<file path="config.mk">
export PLATFORM = sky130hd
export DESIGN_NAME = hazard_ctrl
export DESIGN_NICKNAME = d
export VERILOG_FILES = /design/src/rtl/hazard_pkg.sv /design/src/rtl/hazard_mdu_fsm.sv /design/src/rtl/hazard_ctrl.sv
export SDC_FILE = /design/constraint.sdc
export NUM_CORES = 1
export LEC_CHECK = 0
export CAP_MARGIN = 0
export CORE_MARGIN = 4
export CORE_UTILIZATION = 45
export CTS_CLUSTER_SIZE = 14
export DETAILED_ROUTE_END_ITERATION = 8
export PLACE_DENSITY = 0.7
export SYNTH_ARGS = -nofsm -noshare
export SYNTH_HDL_FRONTEND = slang
export SYNTH_SLANG_ARGS = --single-unit
</file>
<file path="constraint.sdc">
create_clock -name clk -period 5.2 [get_ports clk]
set_input_delay 1.04 -clock clk [delete_from_list [all_inputs] [get_ports clk]]
set_output_delay 1.04 -clock clk [all_outputs]
set_load 0.02 [all_outputs]
</file>
<file path="src/rtl/hazard_pkg.sv">
// rtl/hazard_pkg.sv - shared encodings for the pipeline hazard controller.
package hazard_pkg;

   localparam logic [1:0] FWD_RF  = 2'b00;
   localparam logic [1:0] FWD_WB  = 2'b01;
   localparam logic [1:0] FWD_MEM = 2'b10;

   typedef enum logic {
      MDU_IDLE = 1'b0,
      MDU_BUSY = 1'b1
   } mdu_state_e;

   typedef struct packed {
      logic valid;
      logic regwr;
      logic memrd;
      logic mduop;
   } ex_flags_t;

   localparam ex_flags_t EX_BUBBLE = '0;

endpackage

</file>
<file path="src/rtl/hazard_mdu_fsm.sv">
// rtl/hazard_mdu_fsm.sv - mult/div occupancy tracker and interlock request.
module hazard_mdu_fsm
   import hazard_pkg::*;
#(
   parameter int MDU_LAT = 32
) (
   input  logic clk,
   input  logic rst,
   input  logic ex_mduop,
   input  logic id_mdu_use,
   output logic mdu_busy,
   output logic mdu_stall
);

   localparam int CNT_W = $clog2(MDU_LAT);

   mdu_state_e       state_q, state_d;
   logic [CNT_W-1:0] cnt_q, cnt_d;

   always_ff @(posedge clk or negedge rst) begin
      if (!rst) begin
         state_q <= MDU_IDLE;
         cnt_q   <= '0;
      end else begin
         state_q <= state_d;
         cnt_q   <= cnt_d;
      end
   end

   // Busy spans MDU_LAT cycles: count runs MDU_LAT-1 down to 0 inclusive.
   always_comb begin
      state_d = state_q;
      cnt_d   = cnt_q;
      case (state_q)
         MDU_IDLE: begin
            if (ex_mduop) begin
               state_d = MDU_BUSY;
               cnt_d   = CNT_W'(MDU_LAT - 1);
            end
         end
         MDU_BUSY: begin
            if (cnt_q == '0) state_d = MDU_IDLE;
            else             cnt_d   = cnt_q - 1'b1;
         end
         default: state_d = MDU_IDLE;
      endcase
   end

   assign mdu_busy  = (state_q == MDU_BUSY);
   assign mdu_stall = id_mdu_use & (mdu_busy | ex_mduop);

endmodule

</file>
<file path="src/rtl/hazard_ctrl.sv">
// rtl/hazard_ctrl.sv - forwarding selects, load-use/MDU interlocks and branch flushes
// for the 5-stage core, driven from private EX/MEM/WB shadow registers.
module hazard_ctrl
   import hazard_pkg::*;
#(
   parameter int MDU_LAT = 32,
   parameter int REG_AW  = 5
) (
   input  logic              clk,
   input  logic              rst,
   input  logic              Valid_D,
   input  logic [REG_AW-1:0] Rs_D,
   input  logic [REG_AW-1:0] Rt_D,
   input  logic              UsesRt_D,
   input  logic [REG_AW-1:0] Dst_D,
   input  logic              RegWrite_D,
   input  logic              MemRead_D,
   input  logic              MduOp_D,
   input  logic              MduUse_D,
   input  logic              BranchTaken_E,
   output logic [1:0]        FA,
   output logic [1:0]        FB,
   output logic              Stall_F,
   output logic              Stall_D,
   output logic              Flush_D,
   output logic              Flush_E,
   output logic              MduBusy
);

   ex_flags_t         e_flg_q, e_flg_d;
   logic [REG_AW-1:0] e_rs_q, e_rs_d, e_rt_q, e_rt_d, e_dst_q, e_dst_d;
   logic              m_valid_q, m_valid_d, m_regwr_q, m_regwr_d;
   logic [REG_AW-1:0] m_dst_q, m_dst_d;
   logic              w_valid_q, w_valid_d, w_regwr_q, w_regwr_d;
   logic [REG_AW-1:0] w_dst_q, w_dst_d;
   logic              load_use, mdu_stall, stall_req;

   function automatic logic [1:0] fwd_sel(input logic [REG_AW-1:0] src,
                                          input logic mv, input logic mr, input logic [REG_AW-1:0] md,
                                          input logic wv, input logic wr, input logic [REG_AW-1:0] wd);
      if (mv && mr && md != '0 && md == src)      return FWD_MEM;
      else if (wv && wr && wd != '0 && wd == src) return FWD_WB;
      else                                        return FWD_RF;
   endfunction

   hazard_mdu_fsm #(.MDU_LAT(MDU_LAT)) u_mdu (
      .clk        (clk),
      .rst        (rst),
      .ex_mduop   (e_flg_q.mduop),
      .id_mdu_use (MduUse_D & Valid_D),
      .mdu_busy   (MduBusy),
      .mdu_stall  (mdu_stall)
   );

   always_comb begin
      FA = fwd_sel(e_rs_q, m_valid_q, m_regwr_q, m_dst_q, w_valid_q, w_regwr_q, w_dst_q);
      FB = fwd_sel(e_rt_q, m_valid_q, m_regwr_q, m_dst_q, w_valid_q, w_regwr_q, w_dst_q);
      load_use = e_flg_q.valid & e_flg_q.memrd & (e_dst_q != '0) & Valid_D &
                 ((e_dst_q == Rs_D) | (UsesRt_D & (e_dst_q == Rt_D)));
      stall_req = load_use | mdu_stall;
      // A taken branch kills the stalled instruction anyway, so it wins over any hold.
      Stall_F = stall_req & ~BranchTaken_E;
      Stall_D = stall_req & ~BranchTaken_E;
      Flush_D = BranchTaken_E;
      Flush_E = stall_req | BranchTaken_E;
   end

   always_comb begin
      e_flg_d = EX_BUBBLE;
      e_rs_d  = '0;
      e_rt_d  = '0;
      e_dst_d = '0;
      if (!Flush_E) begin
         e_flg_d.valid = Valid_D;
         e_flg_d.regwr = RegWrite_D;
         e_flg_d.memrd = MemRead_D;
         e_flg_d.mduop = MduOp_D & Valid_D;
         e_rs_d        = Rs_D;
         e_rt_d        = Rt_D;
         e_dst_d       = Dst_D;
      end
      m_valid_d = e_flg_q.valid;
      m_regwr_d = e_flg_q.regwr;
      m_dst_d   = e_dst_q;
      w_valid_d = m_valid_q;
      w_regwr_d = m_regwr_q;
      w_dst_d   = m_dst_q;
   end

   always_ff @(posedge clk or negedge rst) begin
      if (!rst) begin
         e_flg_q   <= EX_BUBBLE;
         e_rs_q    <= '0;
         e_rt_q    <= '0;
         e_dst_q   <= '0;
         m_valid_q <= 1'b0;
         m_regwr_q <= 1'b0;
         m_dst_q   <= '0;
         w_valid_q <= 1'b0;
         w_regwr_q <= 1'b0;
         w_dst_q   <= '0;
      end else begin
         e_flg_q   <= e_flg_d;
         e_rs_q    <= e_rs_d;
         e_rt_q    <= e_rt_d;
         e_dst_q   <= e_dst_d;
         m_valid_q <= m_valid_d;
         m_regwr_q <= m_regwr_d;
         m_dst_q   <= m_dst_d;
         w_valid_q <= w_valid_d;
         w_regwr_q <= w_regwr_d;
         w_dst_q   <= w_dst_d;
      end
   end

endmodule

</file>
==> impl_table.tex <==
\begin{tabular}{lr}
\hline
Metric & Value \\
\hline
\multicolumn{2}{l}{\textbf{Status}} \\
\quad Run status & finished clean \\
\multicolumn{2}{l}{\textbf{Synth}} \\
\quad Library cell occupying the most area in the post-synthesis netlist & dfrtp\_1 \\
\quad Average instance area after synthesis & 12.0 um\^{}2 \\
\quad Register bit count reported by yosys & 39 \\
\quad Number of enable flip-flop cells after synthesis & 0 \\
\quad Synthesized cell area & approximately 1800 um\^{}2 \\
\quad Total number of yosys warnings & 0 \\
\quad Count of cell types in the netlist & 31 \\
\quad FFs w/ async S/R, synth & 100\% \\
\quad Share of the yosys chip area belonging to registers & 53.8\% \\
\quad Count of mapped cells out of synthesis & around 150 \\
\quad Most instantiated flip-flop cell in the synthesis netlist & dfrtp\_1 \\
\quad Portion of synthesized cell area occupied by the leading cell type & about 54\% \\
\quad Mapped Nets & 177 \\
\quad Dominant cells by area after synthesis & dfrtp\_1 54\%, o211a\_1 9.4\%, xnor2\_1 9.2\%, xor2\_1 5.8\%, a21oi\_1 1.9\% \\
\multicolumn{2}{l}{\textbf{Clock network}} \\
\quad Count of hold buffers inserted by post-cts repair & 0 \\
\quad Deepest level of the CTS H-tree & 2 \\
\quad Clock buffers created by TritonCTS & 5 \\
\quad Count of cells resized by post-cts repair & 0 \\
\quad Insertion delay to the later sink of the worst-skew pair & slightly below 0.3 ns \\
\quad Bufs on Longest Clock Path & 2 \\
\quad Post-CTS repair timing setup buffer count & 0 \\
\quad Clock transition at path regs & 0.07 ns \\
\quad CTS tree & done \\
\quad Number of sinks on the clock net & 39 \\
\quad Master cell of the clock root buffer & clkbuf\_8 \\
\multicolumn{2}{l}{\textbf{Timing}} \\
\quad Max frequency & $\sim$220 MHz \\
\quad Actual slew at the worst max-slew pin & 1.17 ns \\
\quad Final number of hold-violating endpoints & 0 \\
\quad RSZ-0062 raised after global routing & false \\
\quad Final cycle utilization of the critical path & 85.9\% \\
\quad Final clock skew & $\sim$0.0047 ns \\
\quad Shortest clock period the worst path allows after layout & 4.47 ns \\
\quad Count of final setup violators & 0 \\
\quad Setup total negative slack & 0 ns \\
\quad Fin. max-slew vios & 0 \\
\quad PnR worst setup slack & $\sim$0.73 ns \\
\quad Slew Limit Headroom & 21.6\% \\
\multicolumn{2}{l}{\textbf{Power and ir drop}} \\
\quad Power density over the cells & 346 nW/um\^{}2 \\
\quad Internal power of the cells & between 500 and 600 uW \\
\quad Overall Power & 791 uW \\
\quad Part of the total power dissipated in sequential elements & between 40\% and 50\% \\
\quad Part of the power in combinational logic & 19.6\% \\
\quad Total net switching power & $\sim$220 uW \\
\quad Lkg Pwr & roughly 1.1 nW \\
\quad Switching Fraction & a little over a quarter \\
\quad Clock group share of total power & between 30\% and 40\% \\
\quad Maximum resistive drop on vdd & 0.209 mV \\
\multicolumn{2}{l}{\textbf{Layout}} \\
\quad Antenna fix cells & 0 \\
\quad Finished Cell Area & 2290 um\^{}2 \\
\quad Layout cells sized above 1 & 7.53\% \\
\quad Net count of the finished layout & $\sim$210 \\
\quad Synthesis-to-layout area growth & 26.1\% \\
\multicolumn{2}{l}{\textbf{Drt}} \\
\quad Drt pass-1 iters & 5 \\
\quad Via Count & approximately 1300 \\
\quad Post-detailed-routing wire length & 3550 um \\
\quad DRC viols & 0 \\
\quad Number of DRC violations after detailed-routing iteration 0 & 26 \\
\quad Antenna violation net count after detailed routing & 0 \\
\quad Detailed-route wire length per cell & approximately 15 um \\
\quad Per-cell via count in the routed design & between 5 and 6 \\
\multicolumn{2}{l}{\textbf{Setup path}} \\
\quad Cells traversed along the worst timing path & clkdlybuf4s50\_1, o211ai\_1, nor2b\_1, o21ai\_0, clkdlybuf4s50\_1 \\
\quad Critical path buffer and inverter count & 2 \\
\quad Critical-path top delay cell & nor2b\_1 \\
\quad Kind of end point of the critical path & primary output \\
\quad Capturing instance or port of the critical path & Flush\_E \\
\quad Crit path launch & Valid\_D \\
\quad Setup CP Type & in2out \\
\quad Worst reg2reg path depth & 3 \\
\quad Worst path arrival time & 3.43 ns \\
\quad Flop2flop setup slack & 3.12 ns \\
\quad Worst path most repeated cell & clkdlybuf4s50\_1 \\
\quad Crit Path Max Fanout & 18 \\
\quad Critical Path Source Type & primary input \\
\quad Crit path largest cell delay & 0.96 ns \\
\quad Kind of cell adding the most delay to the critical path & buffers and inverters \\
\quad Endpoint of the lowest-slack register-to-register path & e\_rs\_q[4]\$\_DFF\_PN0\_ \\
\quad RR Startpoint & u\_mdu.mdu\_busy\$\_DFF\_PN0\_ \\
\quad Crit path depth & 5 \\
\quad Required time of the worst setup path & $\sim$4.2 ns \\
\multicolumn{2}{l}{\textbf{Global route}} \\
\quad Overall overflow remaining after global route & 0 \\
\quad Antenna violations before repair & 0 \\
\quad Vias in the first global route & 1267 \\
\quad GR Util All Layers & between 10\% and 20\% \\
\quad Wire length of the first global-routing pass & 6010 um \\
\quad Largest net degree at the start of global routing & 40 \\
\multicolumn{2}{l}{\textbf{Place}} \\
\quad Buffers on Ports & 32 \\
\quad Final weighted congestion in routability-driven placement & 0.851 \\
\quad Placed wire-length estimate after detailed placement & 2630 um \\
\quad Placement-stage worst setup slack & 0.786 ns \\
\quad Placed Area & 2170 um\^{}2 \\
\multicolumn{2}{l}{\textbf{Floorplanning}} \\
\quad Die Width & 71.5 um \\
\quad Die boundary height & a little over 70 um \\
\quad Starting density of the core & 48.1\% \\
\quad Boundary pin count & 33 \\
\quad Std-Cell Rows & 22 \\
\quad Placeable core region & 3770 um\^{}2 \\
\quad Die Outline Area & 5110 um\^{}2 \\
\multicolumn{2}{l}{\textbf{Hold path}} \\
\quad Path type of the worst min-delay path & reg2reg \\
\quad Min-delay src & m\_regwr\_d\$\_DFF\_PN0\_ \\
\multicolumn{2}{l}{\textbf{Job}} \\
\quad Max-cap violation count & 0 \\
\hline
\end{tabular}
-- per-stage QoR --
step	instances	hold slack [ns]	util [%]
3_3_place_gp	226	0.335	57.5
2_1_floorplan	151	0.331	-
5_1_grt	234	0.386	60.6
6_report	234	0.360	60.6
3_5_place_dp	226	0.341	57.5
4_1_cts	234	0.361	60.6
-- synthesized netlist by cell type, types with 3 or more instances --
library cell,count
nand3_1,6
nor3_1,3
dfrtp_1,39
nand2_1,4
o21ai_0,3
xnor2_1,19
nor2_1,5
a21oi_1,7
or4_1,3
xor2_1,12
buf_2,5
o211a_1,17
nor2b_1,3
-- layer usage --
layer  wire [um]  share of wire [%]  vias up  global-route usage (%)
li1            -                  -      604                       -
met1        1540                 44      602                    19.6
met2        1730                 49       50                    23.2
met3         191                5.4        9                    4.21
met4          85                2.4        0                    8.35
met5           0                  0        -                       0
-- cell families after synthesis --
| group | count (synthesis) | synth area share [%] |
|---|---|---|
| buffers and inverters | 10 | 2.83 |
| DFF | 39 | 53.8 |
| adders and majority gates | 2 | 1.38 |
| xor gates and xnor gates | 31 | 15.0 |
| and+or+nand+nor | 34 | 11.4 |
| AOI/OAI and AO/OA | 35 | 15.6 |
-- registers in the layout, indices dropped and copies added, names as in the netlist, 2 cells and up --
| name | count |
|---|---|
| u_mdu.cnt_q | 5 |
| e_rt_q | 5 |
| e_flg_q | 2 |
| m_dst_q | 5 |
| e_dst_q | 5 |
| w_dst_q | 5 |
| e_rs_q | 5 |
-- layout by cell type, fill, tap and decap left out, drive strengths merged, types with 2 or more instances in the layout --
master,Yosys,final
a21oi,7,7
buf,7,2
clkbuf,0,6
clkdlybuf4s50,0,32
clkinv,1,2
dfrtp,39,39
ha,2,2
inv,2,2
nand2,4,4
nand2b,2,2
nand3,6,6
nor2,5,5
nor2b,3,3
nor3,3,3
nor4,3,3
o211a,17,17
o211ai,3,3
o21ai,3,3
o22ai,2,2
or4,3,3
xnor2,19,19
xor2,12,12
-- power groups by stage --
stage               registers, mW  logic [mW]  clock network, mW
global placement            0.383       0.147                  0
finish                      0.379       0.155              0.257
CTS                         0.379       0.157              0.266
floorplan                   0.378       0.100                  0
detailed placement          0.384       0.156                  0
global route                0.384       0.174              0.281
-- how the worst min path moves through the flow --
| stage | cells past startpoint | to | slack, ns |
|---|---|---|---|
| finish | 0 | m_regwr_q$_DFF_PN0_ | 0.36 |
| floorplan | 0 | m_regwr_q$_DFF_PN0_ | 0.33 |
| detailed placement | 0 | m_regwr_q$_DFF_PN0_ | 0.34 |
| CTS | 0 | m_regwr_q$_DFF_PN0_ | 0.36 |
| global route | 0 | m_regwr_q$_DFF_PN0_ | 0.39 |
| global placement | 0 | m_regwr_q$_DFF_PN0_ | 0.34 |
-- cell type report --
| cell class | count | area (um^2) |
|---|---|---|
| fill | 294 | 1490 |
| sequential | 39 | 976 |
| multi-input combinational | 102 | 786 |
| timing repair buffer | 34 | 335 |
| clock buffer | 6 | 82.6 |
| tap | 48 | 60.1 |
| clock inverter | 2 | 35.0 |
| inverter | 3 | 11.3 |
(Power assumes the default switching activity.)
